--- config.mk ---
export PLATFORM = sky130hd
export DESIGN_NAME = lod_seq_ctrl
export DESIGN_NICKNAME = d
export VERILOG_FILES = /design/src/rtl/lod_seq_ctrl.sv
export SDC_FILE = /design/constraint.sdc
export NUM_CORES = 1
export LEC_CHECK = 0
export ABC_AREA = 1
export BUFFER_PORTS_ARGS = -buffer_cell sky130_fd_sc_hd__buf_2
export CAP_MARGIN = 20
export CORE_ASPECT_RATIO = 1.5
export CORE_MARGIN = 4
export CORE_UTILIZATION = 25
export CTS_BUF_LIST = sky130_fd_sc_hd__clkbuf_4
export DETAILED_ROUTE_END_ITERATION = 10
export HOLD_SLACK_MARGIN = 0.08
export SETUP_SLACK_MARGIN = 0.4
export SYNTH_ARGS = -nofsm -noshare
export SYNTH_HDL_FRONTEND = slang
export SYNTH_SLANG_ARGS = --single-unit
--- constraint.sdc ---
create_clock -name clk -period 3 [get_ports clk]
set_input_delay 0.15 -clock clk [delete_from_list [all_inputs] [get_ports clk]]
set_output_delay 0.15 -clock clk [all_outputs]
set_load 0.05 [all_outputs]
--- src/rtl/lod_seq_ctrl.sv ---
// Multi-cycle leading-zero counter: scans the operand MSB-first one CHUNK-bit slice per cycle
// through a single shared leading-one detector, stopping at the first nonzero slice.
module lod_seq_ctrl #(
  parameter int unsigned WIDTH = 64,
  parameter int unsigned CHUNK = 16
) (
  input  logic                     clk,
  input  logic                     rst_n,
  input  logic                     in_valid,
  output logic                     in_ready,
  input  logic [WIDTH-1:0]         in_data,
  output logic                     out_valid,
  input  logic                     out_ready,
  output logic [$clog2(WIDTH):0]   out_lzc,
  output logic                     out_zero,
  output logic                     busy
);

  localparam int unsigned NCHUNK = WIDTH / CHUNK;
  localparam int unsigned CW     = $clog2(WIDTH) + 1;
  localparam int unsigned KW     = (NCHUNK > 1) ? $clog2(NCHUNK) : 1;

  localparam logic [KW-1:0] KLast = KW'(NCHUNK - 1);

  localparam logic [1:0] StIdle = 2'd0;
  localparam logic [1:0] StScan = 2'd1;
  localparam logic [1:0] StDone = 2'd2;

  logic [1:0]       state_q, state_d;
  logic [KW-1:0]    k_q, k_d;
  logic [WIDTH-1:0] op_q, op_d;
  logic [CW-1:0]    lzc_q, lzc_d;
  logic             zero_q, zero_d;

  logic [CHUNK-1:0] slice;
  logic [CW-1:0]    slice_lzc;
  logic             slice_nz;
  logic [CW-1:0]    slice_base;

  // Slice mux: slice 0 is the most significant CHUNK bits of the operand.
  always_comb begin
    slice = '0;
    for (int unsigned i = 0; i < NCHUNK; i++) begin
      if (k_q == KW'(i)) begin
        slice = op_q[WIDTH-1-i*CHUNK -: CHUNK];
      end
    end
  end

  // Shared detector; the highest set bit is visited last and wins.
  always_comb begin
    slice_lzc = '0;
    for (int unsigned i = 0; i < CHUNK; i++) begin
      if (slice[i]) begin
        slice_lzc = CW'(CHUNK - 1 - i);
      end
    end
  end

  assign slice_nz   = |slice;
  assign slice_base = CW'(k_q) * CW'(CHUNK);

  always_comb begin
    state_d = state_q;
    k_d     = k_q;
    op_d    = op_q;
    lzc_d   = lzc_q;
    zero_d  = zero_q;
    case (state_q)
      StIdle: begin
        if (in_valid) begin
          op_d    = in_data;
          k_d     = '0;
          state_d = StScan;
        end
      end
      StScan: begin
        if (slice_nz) begin
          lzc_d   = slice_base + slice_lzc;
          zero_d  = 1'b0;
          state_d = StDone;
        end else if (k_q == KLast) begin
          lzc_d   = CW'(WIDTH);
          zero_d  = 1'b1;
          state_d = StDone;
        end else begin
          k_d = k_q + KW'(1);
        end
      end
      StDone: begin
        if (out_ready) begin
          state_d = StIdle;
        end
      end
      default: state_d = StIdle;
    endcase
  end

  always_ff @(posedge clk) begin
    if (!rst_n) begin
      state_q <= StIdle;
      k_q     <= '0;
      op_q    <= '0;
      lzc_q   <= '0;
      zero_q  <= 1'b0;
    end else begin
      state_q <= state_d;
      k_q     <= k_d;
      op_q    <= op_d;
      lzc_q   <= lzc_d;
      zero_q  <= zero_d;
    end
  end

  assign in_ready  = (state_q == StIdle);
  assign out_valid = (state_q == StDone);
  assign busy      = ~in_ready;
  assign out_lzc   = lzc_q;
  assign out_zero  = zero_q;

endmodule

==> results of run 1 <==
## final cells by class
cell class,instances,area [um^2]
Sequential cell,75,1510
Timing Repair Buffer,154,1150
Clock inverter,7,92.6
Clock buffer,9,67.6
Antenna cell,1,2.50
Multi-Input combinational cell,347,1730
Tap cell,159,199
Inverter,26,103
Fill cell,1415,8290
## tightest hold or removal path, stage by stage
cell and delay (ps):
buf_2 250, o21ai_0 130, nor2_1 40
## metrics by stage
step / hold slack (ps) / utilization, % / instances / total power [mW] / setup slack [ps]
floorplan: 317 / - / 478 / 1.43 / 684
global placement: 408 / 29.6 / 690 / 1.56 / 390
detailed placement: 407 / 29.6 / 690 / 1.57 / 241
CTS: 160 / 35.8 / 771 / 2.33 / 412
global route: 180 / 36.9 / 777 / 2.45 / 328
finish: 174 / 36.9 / 778 / 2.31 / 500
## synthesized netlist by cell type (3+ instances only)
cell type,instances
buf_4,5
nand3_1,9
ha_1,4
inv_1,21
a21oi_2,3
nand2_1,54
buf_6,3
buf_1,5
o21ai_1,6
a22oi_2,5
inv_2,3
clkbuf_1,15
a21oi_1,36
dfxtp_1,75
a22oi_1,3
nor2_1,137
o21ai_0,72
o31ai_1,4
## cells by family after synthesis
| kind of cell | count (synthesis) | share of synthesized area, % |
|---|---|---|
| and+or+nand+nor | 207 | 24.1 |
| AOI/OAI and AO/OA | 136 | 22.7 |
| DFF | 75 | 44.2 |
| buffers and inverters | 56 | 7.51 |
| adders and majority gates | 4 | 1.47 |
## flip-flops by register name (all words and copies together), names as in the netlist
signal   count
k_q          2
op_q        64
state_q      2
out_lzc      7
## repair_timing
item	4_1_cts	5_1_grt
gates resized for setup	2	23
pin swaps	0	2
gates cloned	0	0
setup endpoints to repair	11	11
endpoints found under the hold margin	65	0
setup buffers	0	6
hold buffers	65	0
## routing by layer
metal / GRT usage (%) / routed length (um)
met5: 0 / 0
met4: 4.93 / 277
met3: 3.15 / 432
met2: 26.6 / 5820
met1: 13.6 / 3990
## final timing paths
check / startpoint / to / slack [ps] / depth (start not counted)
worst max-delay path: k_q[0] / k_q[0] / 500 / 15
worst min register to register: op_q[18] / op_q[18] / 470 / 2
worst max register to register: k_q[0] / k_q[0] / 500 / 15
worst min-delay path: rst_n / op_q[14] / 170 / 3
## report_power, final
part           internal (mW)  switching (mW)
Combinational          0.206           0.270
Clock                  0.334           0.356
Sequential              1.08          0.0596
Total                   1.62           0.685
==> results by group, run 1 <==
Power and ir drop
  – Leakage: 2.12 nW
  – Pwr/cell area: 475 mW/mm^2
  – Peak VDD IR: 0.000178 V

Clock network
  – CTS clk-pin slew, worst paths: ~120 ps
  – CTS tree: built
  – Max Root-Sink Buffers: 2
  – Clk_lat worst skew: around 440 ps
  – CTS Root Cell: clkbuf_4
  – H-tree depth: 3
  – Clock Sinks: 75
  – Total CTS buffers: 9

Synth
  – Post-synthesis sequential area ratio: between 40% and 50%
  – EDFF count, synth: 0
  – Leading area contributor after synthesis: dfxtp_1
  – Ys flop type: dfxtp_1
  – Synth top area share: between 40 and 50%
  – Mapped cell area: 0.00340 mm^2
  – Cells after Synth: 478
  – Ys Warns: 0
  – Flops & latches, synth: 75
  – Synth top area cells: dfxtp_1 44%, nor2_1 15%, o21ai_0 11%
  – Mean post-synth cell area: 7.11 um^2
  – Synth async-reset ratio: 0%
  – Synthesized Nets: 550
  – Netlist cell types: 32

STA
  – TNS Setup: 0 ps
  – Pins over their slew limit: 0
  – Max Clk Rate: 400 MHz
  – Worst slew pin tran: 596 ps
  – Slew HR: ~60%
  – Post-layout minimum cycle time: between 2000 and 3000 ps
  – Final hold violations: 0
  – Period utilisation layout: around 83%
  – RSZ-0062 raised after global routing: no
  – Final Skew: 8.65 ps
  – Setup Viol. Count Final: 0

GRT
  – Total GRT Usage: a little over an eighth
  – Largest net degree at the start of global routing: 60
  – First-pass GRT wire length: 16000 um
  – Initial antenna violation count: 0
  – Grt total ovfl: 0
  – Vias in the first global route: about 3400

Worst setup path
  – Worst path buffer plus inverter count: 3
  – CP Launch Type: flop
  – Critical path, cell by cell: clkinvlp_4, ha_4, buf_12, a21oi_1, o21ai_1, o21ai_1, nand2_1, nor2_1, nand2_2, nor2_1, nand3_2, inv_2, nor2_2, nor2_1, a211oi_1
  – Arrival @ worst endpoint: 2830 ps
  – Max FO, Critical Path: 21
  – Cell family with most CP delay: simple AND/OR/NAND/NOR gates
  – Critical Setup Path Class: reg -> reg
  – Most used cell, CP: nor2_1
  – Critical Path RT: 3330 ps
  – CP max stage delay: 410 ps
  – Worst Setup End Kind: flop
  – Crit-path slowest cell: dfxtp_4

Final layout
  – Share of layout cells above drive strength 1: 23.0%
  – Commonest non-fill, non-tap cell in the layout: nor2_1
  – Area Overhead vs Synth: 42.9%
  – Final instance area: 0.00485 mm^2
  – Nets: 685
  – Commonest cells after routing, fill and taps aside: 136 x nor2_1, 78 x buf_2, 73 x dfxtp_1, 71 x o21ai_0, 65 x dlygate4sd3_1

Status
  – Status: finished, final reports clean

Run
  – Max Cap Viol: 0

Detailed routing
  – Post-Route WL: 10500 um
  – DRT iter0 DRCs: between 100 and 150
  – DR WL/cell: 13.5 um
  – Via/cell ratio: 4.48
  – DRC viols: 0
  – Post-route ant nets: 0
  – DR vias: 3489
  – Drt pass-1 iters: 4

Place
  – DP HPWL: 7970 um
  – Gpl congestion: 0.910
  – Port Buffer Count: 78
  – Placed cell areas: 0.00389 mm^2

Die
  – Core area: between 0.01 and 0.015 mm^2
  – Num rows: 51
  – Die Wd: 103 um
  – Die area: between 0.015 and 0.02 mm^2
  – # IOs: 79
  – Die Height: 151 um
  – Starting density of the core: between 20% and 30%

Worst hold path
  – Worst Hold Class: in -> reg
No activity file was read; power rests on OpenSTA's default activity.
==> inputs of run 2 (changes only) <==
- ABC_AREA: 1 -> 0
- clock period: 3 -> 2.1 ns (I/O delays scaled with it)
==> run 2 against run 1 <==
Net effect: the run now ends with negative setup slack left; non-clock buffer count grew 40; cell count grew 11%; die area grew 15%; first-iteration DRC count grew 26%; setup slack lost 870 ps; clock skew is essentially flat; total power grew 50%; via count grew 11%; critical path depth shrank 7; flip-flop and latch count is the same; core utilization grew 0.65 points.
==> results by group, run 2 <==
Clock network
  – Clock Sinks: 75
  – CTS Root Cell: clkbuf_4
  – H-tree depth: 3
  – Max Root-Sink Buffers: 2
  – CTS tree: built
  – CTS clk-pin slew, worst paths: 110 ps
  – Clk_lat worst skew: 430 ps
  – Total CTS buffers: 9

STA
  – Worst slew pin tran: slightly above 600 ps
  – RSZ-0062 raised after global routing: yes
  – Max Clk Rate: 405 MHz
  – Setup Viol. Count Final: 11
  – Post-layout minimum cycle time: roughly 2500 ps
  – Hold_ws: between 200 and 250 ps
  – Worst setup margin: -368 ps
  – Final Skew: 8.57 ps
  – Final hold violations: 0
  – Period utilisation layout: 118%
  – Slew HR: 59.4%
  – Pins over their slew limit: 0
  – TNS Setup: -3380 ps

Final layout
  – Fill cell count: 1638
  – Area Overhead vs Synth: 48.0%
  – Reg with most FFs: op_q
  – Nets: 727
  – Largest register FFs: between 60 and 70
  – Commonest non-fill, non-tap cell in the layout: nand2_1
  – Multi-input logic area: 0.00239 mm^2
  – Share of layout cells above drive strength 1: between 20% and 30%
  – Commonest cells after routing, fill and taps aside: 156 x nand2_1, 78 x buf_2, 73 x dfxtp_1, 66 x dlygate4sd3_1, 65 x a21boi_0
  – Register area: between 0.0015 and 0.002 mm^2

Synth
  – Ys flop type: dfxtp_1
  – Synth top area cells: dfxtp_1 38%, nand2_1 15%, a21boi_0 12%
  – Mean post-synth cell area: 8.11 um^2
  – Netlist cell types: 51
  – EDFF count, synth: 0
  – Mapped cell area: 0.00395 mm^2
  – Cells after Synth: about 490
  – Post-synth top cells: 157 x nand2_1, 75 x dfxtp_1, 65 x a21boi_0
  – Synthesized Nets: roughly 560
  – Synth top area share: a little under two fifths
  – Most common cell in the netlist: nand2_1
  – Ys Warns: 0
  – Leading area contributor after synthesis: dfxtp_1
  – Synth async-reset ratio: 0%
  – Post-synthesis sequential area ratio: 38.0%
  – Flops & latches, synth: 75

Worst setup path
  – Critical Path RT: around 2500 ps
  – Critical Setup Path Class: reg -> reg
  – Critical path, cell by cell: ha_4, nor2b_1, o22ai_1, a221oi_2, nand4_4, nor3_4, o21a_1, a22o_1
  – CP Launch Type: flop
  – CP endpoint: out_lzc[5]
  – R2R cell count: 8
  – R2r endpoint: out_lzc[5]
  – Crit-path slowest cell: dfxtp_4
  – CP max stage delay: 410 ps
  – Worst R2R Start: k_q[0]
  – Cell family with most CP delay: compound AO/OA/AOI/OAI gates
  – CP Launch Point: k_q[0]
  – Worst Setup End Kind: flop
  – Max FO, Critical Path: 14
  – Worst path buffer plus inverter count: 0
  – Arrival @ worst endpoint: 2850 ps
  – Crit path depth: 8
  – Flop-to-flop setup slack: -370 ps

Power and ir drop
  – P_int: 2.44 mW
  – Combinational power share: 25.2%
  – Sequential share of power: 46.4%
  – Peak VDD IR: 0.000287 V
  – Pwr/cell area: between 500 and 600 mW/mm^2
  – Psw: 1.02 mW
  – Leakage: about 2.4 nW
  – Pwr Total: 3.46 mW
  – Clk pwr share: 28.4%
  – Sw Ratio: 29.5%

Die
  – Die Wd: 111 um
  – # IOs: 79
  – Core area: 0.0156 mm^2
  – Die area: 0.0179 mm^2
  – Die Height: 162 um
  – Starting density of the core: 25.4%
  – Num rows: 56

Detailed routing
  – DR vias: between 3000 and 4000
  – Post-Route WL: 12300 um
  – Drt pass-1 iters: 4
  – DRT iter0 DRCs: between 150 and 200
  – Post-route ant nets: 0
  – Via/cell ratio: 4.51
  – DR WL/cell: approximately 14 um
  – DRC viols: 0

GRT
  – Initial antenna violation count: 1
  – First-pass GRT wire length: about 19000 um
  – Largest net degree at the start of global routing: 65
  – Grt total ovfl: 0
  – Vias in the first global route: 3893
  – Total GRT Usage: 13.5%

Place
  – Port Buffer Count: between 70 and 80
  – Post-Place Setup Slack: -471 ps
  – DP HPWL: about 9000 um
  – Gpl congestion: 0.880

Status
  – Status: finished, violations left
  – Failing checks: negative setup slack

Worst hold path
  – Worst Hold Class: in -> reg

Run
  – Max Cap Viol: 0
run 2: timing repair:
| item | CTS | global route |
|---|---|---|
| endpoints found under the setup margin | 11 | 11 |
| hold buffers | 66 | 0 |
| gates cloned | 0 | 0 |
| pin swaps | 7 | 11 |
| hold endpoints to repair | 66 | 0 |
| buffers inserted | 5 | 2 |
| resized for setup | 14 | 10 |
run 2: logic make-up (layout without fill, tap and decap cells):
logic type | Yosys count | after routing | share of synthesized area (%)
other | 0 | 1 | 0
DFF | 75 | 75 | 38.0
AOI/OAI and AO/OA | 135 | 135 | 26.4
adders and majority gates | 4 | 4 | 1.27
and+or+nand+nor | 225 | 225 | 28.1
buffers and inverters | 45 | 217 | 5.45
muxes | 3 | 3 | 0.760
run 2: how the worst min path moves through the flow:
| stage | start | to | slack (ps) | cells after the start |
|---|---|---|---|---|
| final | rst_n | k_q[1] | 220 | 3 |
| after global routing | rst_n | op_q[52] | 250 | 2 |
| after CTS | rst_n | k_q[1] | 210 | 3 |
| after detailed placement | in_data[7] | op_q[7] | 370 | 3 |
| after global placement | in_data[54] | op_q[54] | 360 | 3 |
| after floorplan | in_data[14] | op_q[14] | 250 | 2 |
run 2: final cells by class:
| type | instances | area share, % |
|---|---|---|
| repair buffers | 194 | 25.8 |
| clock inverters | 5 | 1.33 |
| clock buffers | 10 | 1.28 |
| well taps | 203 | 4.35 |
| diodes | 1 | 0.0428 |
| inverters | 8 | 0.557 |
| multi-input cells | 367 | 40.8 |
| flip-flops and latches | 75 | 25.8 |
run 2: per-stage QoR:
stage,instances,instance area (um^2),utilization [%]
5_1_grt,863,5850,37.6
6_report,863,5850,37.6
2_1_floorplan,487,4050,-
4_1_cts,860,5800,37.3
3_3_place_gp,774,4890,31.5
3_5_place_dp,774,4890,31.5
run 2: per-layer routing:
layer  share of wire [%]  vias to the layer above  track usage, %
met1                  39                     1791            14.3
met3                 3.7                       18            2.24
met2                  54                       71            26.0
met4                 2.8                        0            5.66
met5                   0                        -               0
li1                    -                     2008               -
run 2: tightest hold or removal path: stages:
cell and delay, ps:
buf_2 300, nand2_1 150, mux2i_1 50
run 2: power by group through the flow:
| stage | sequential, mW | clock (mW) | combinational, mW |
|---|---|---|---|
| finish | 1.61 | 0.984 | 0.872 |
| global route | 1.62 | 1.07 | 0.960 |
| CTS | 1.61 | 1.01 | 0.845 |
| detailed placement | 1.64 | 0 | 0.729 |
| global placement | 1.64 | 0 | 0.725 |
| floorplan | 1.63 | 0 | 0.447 |
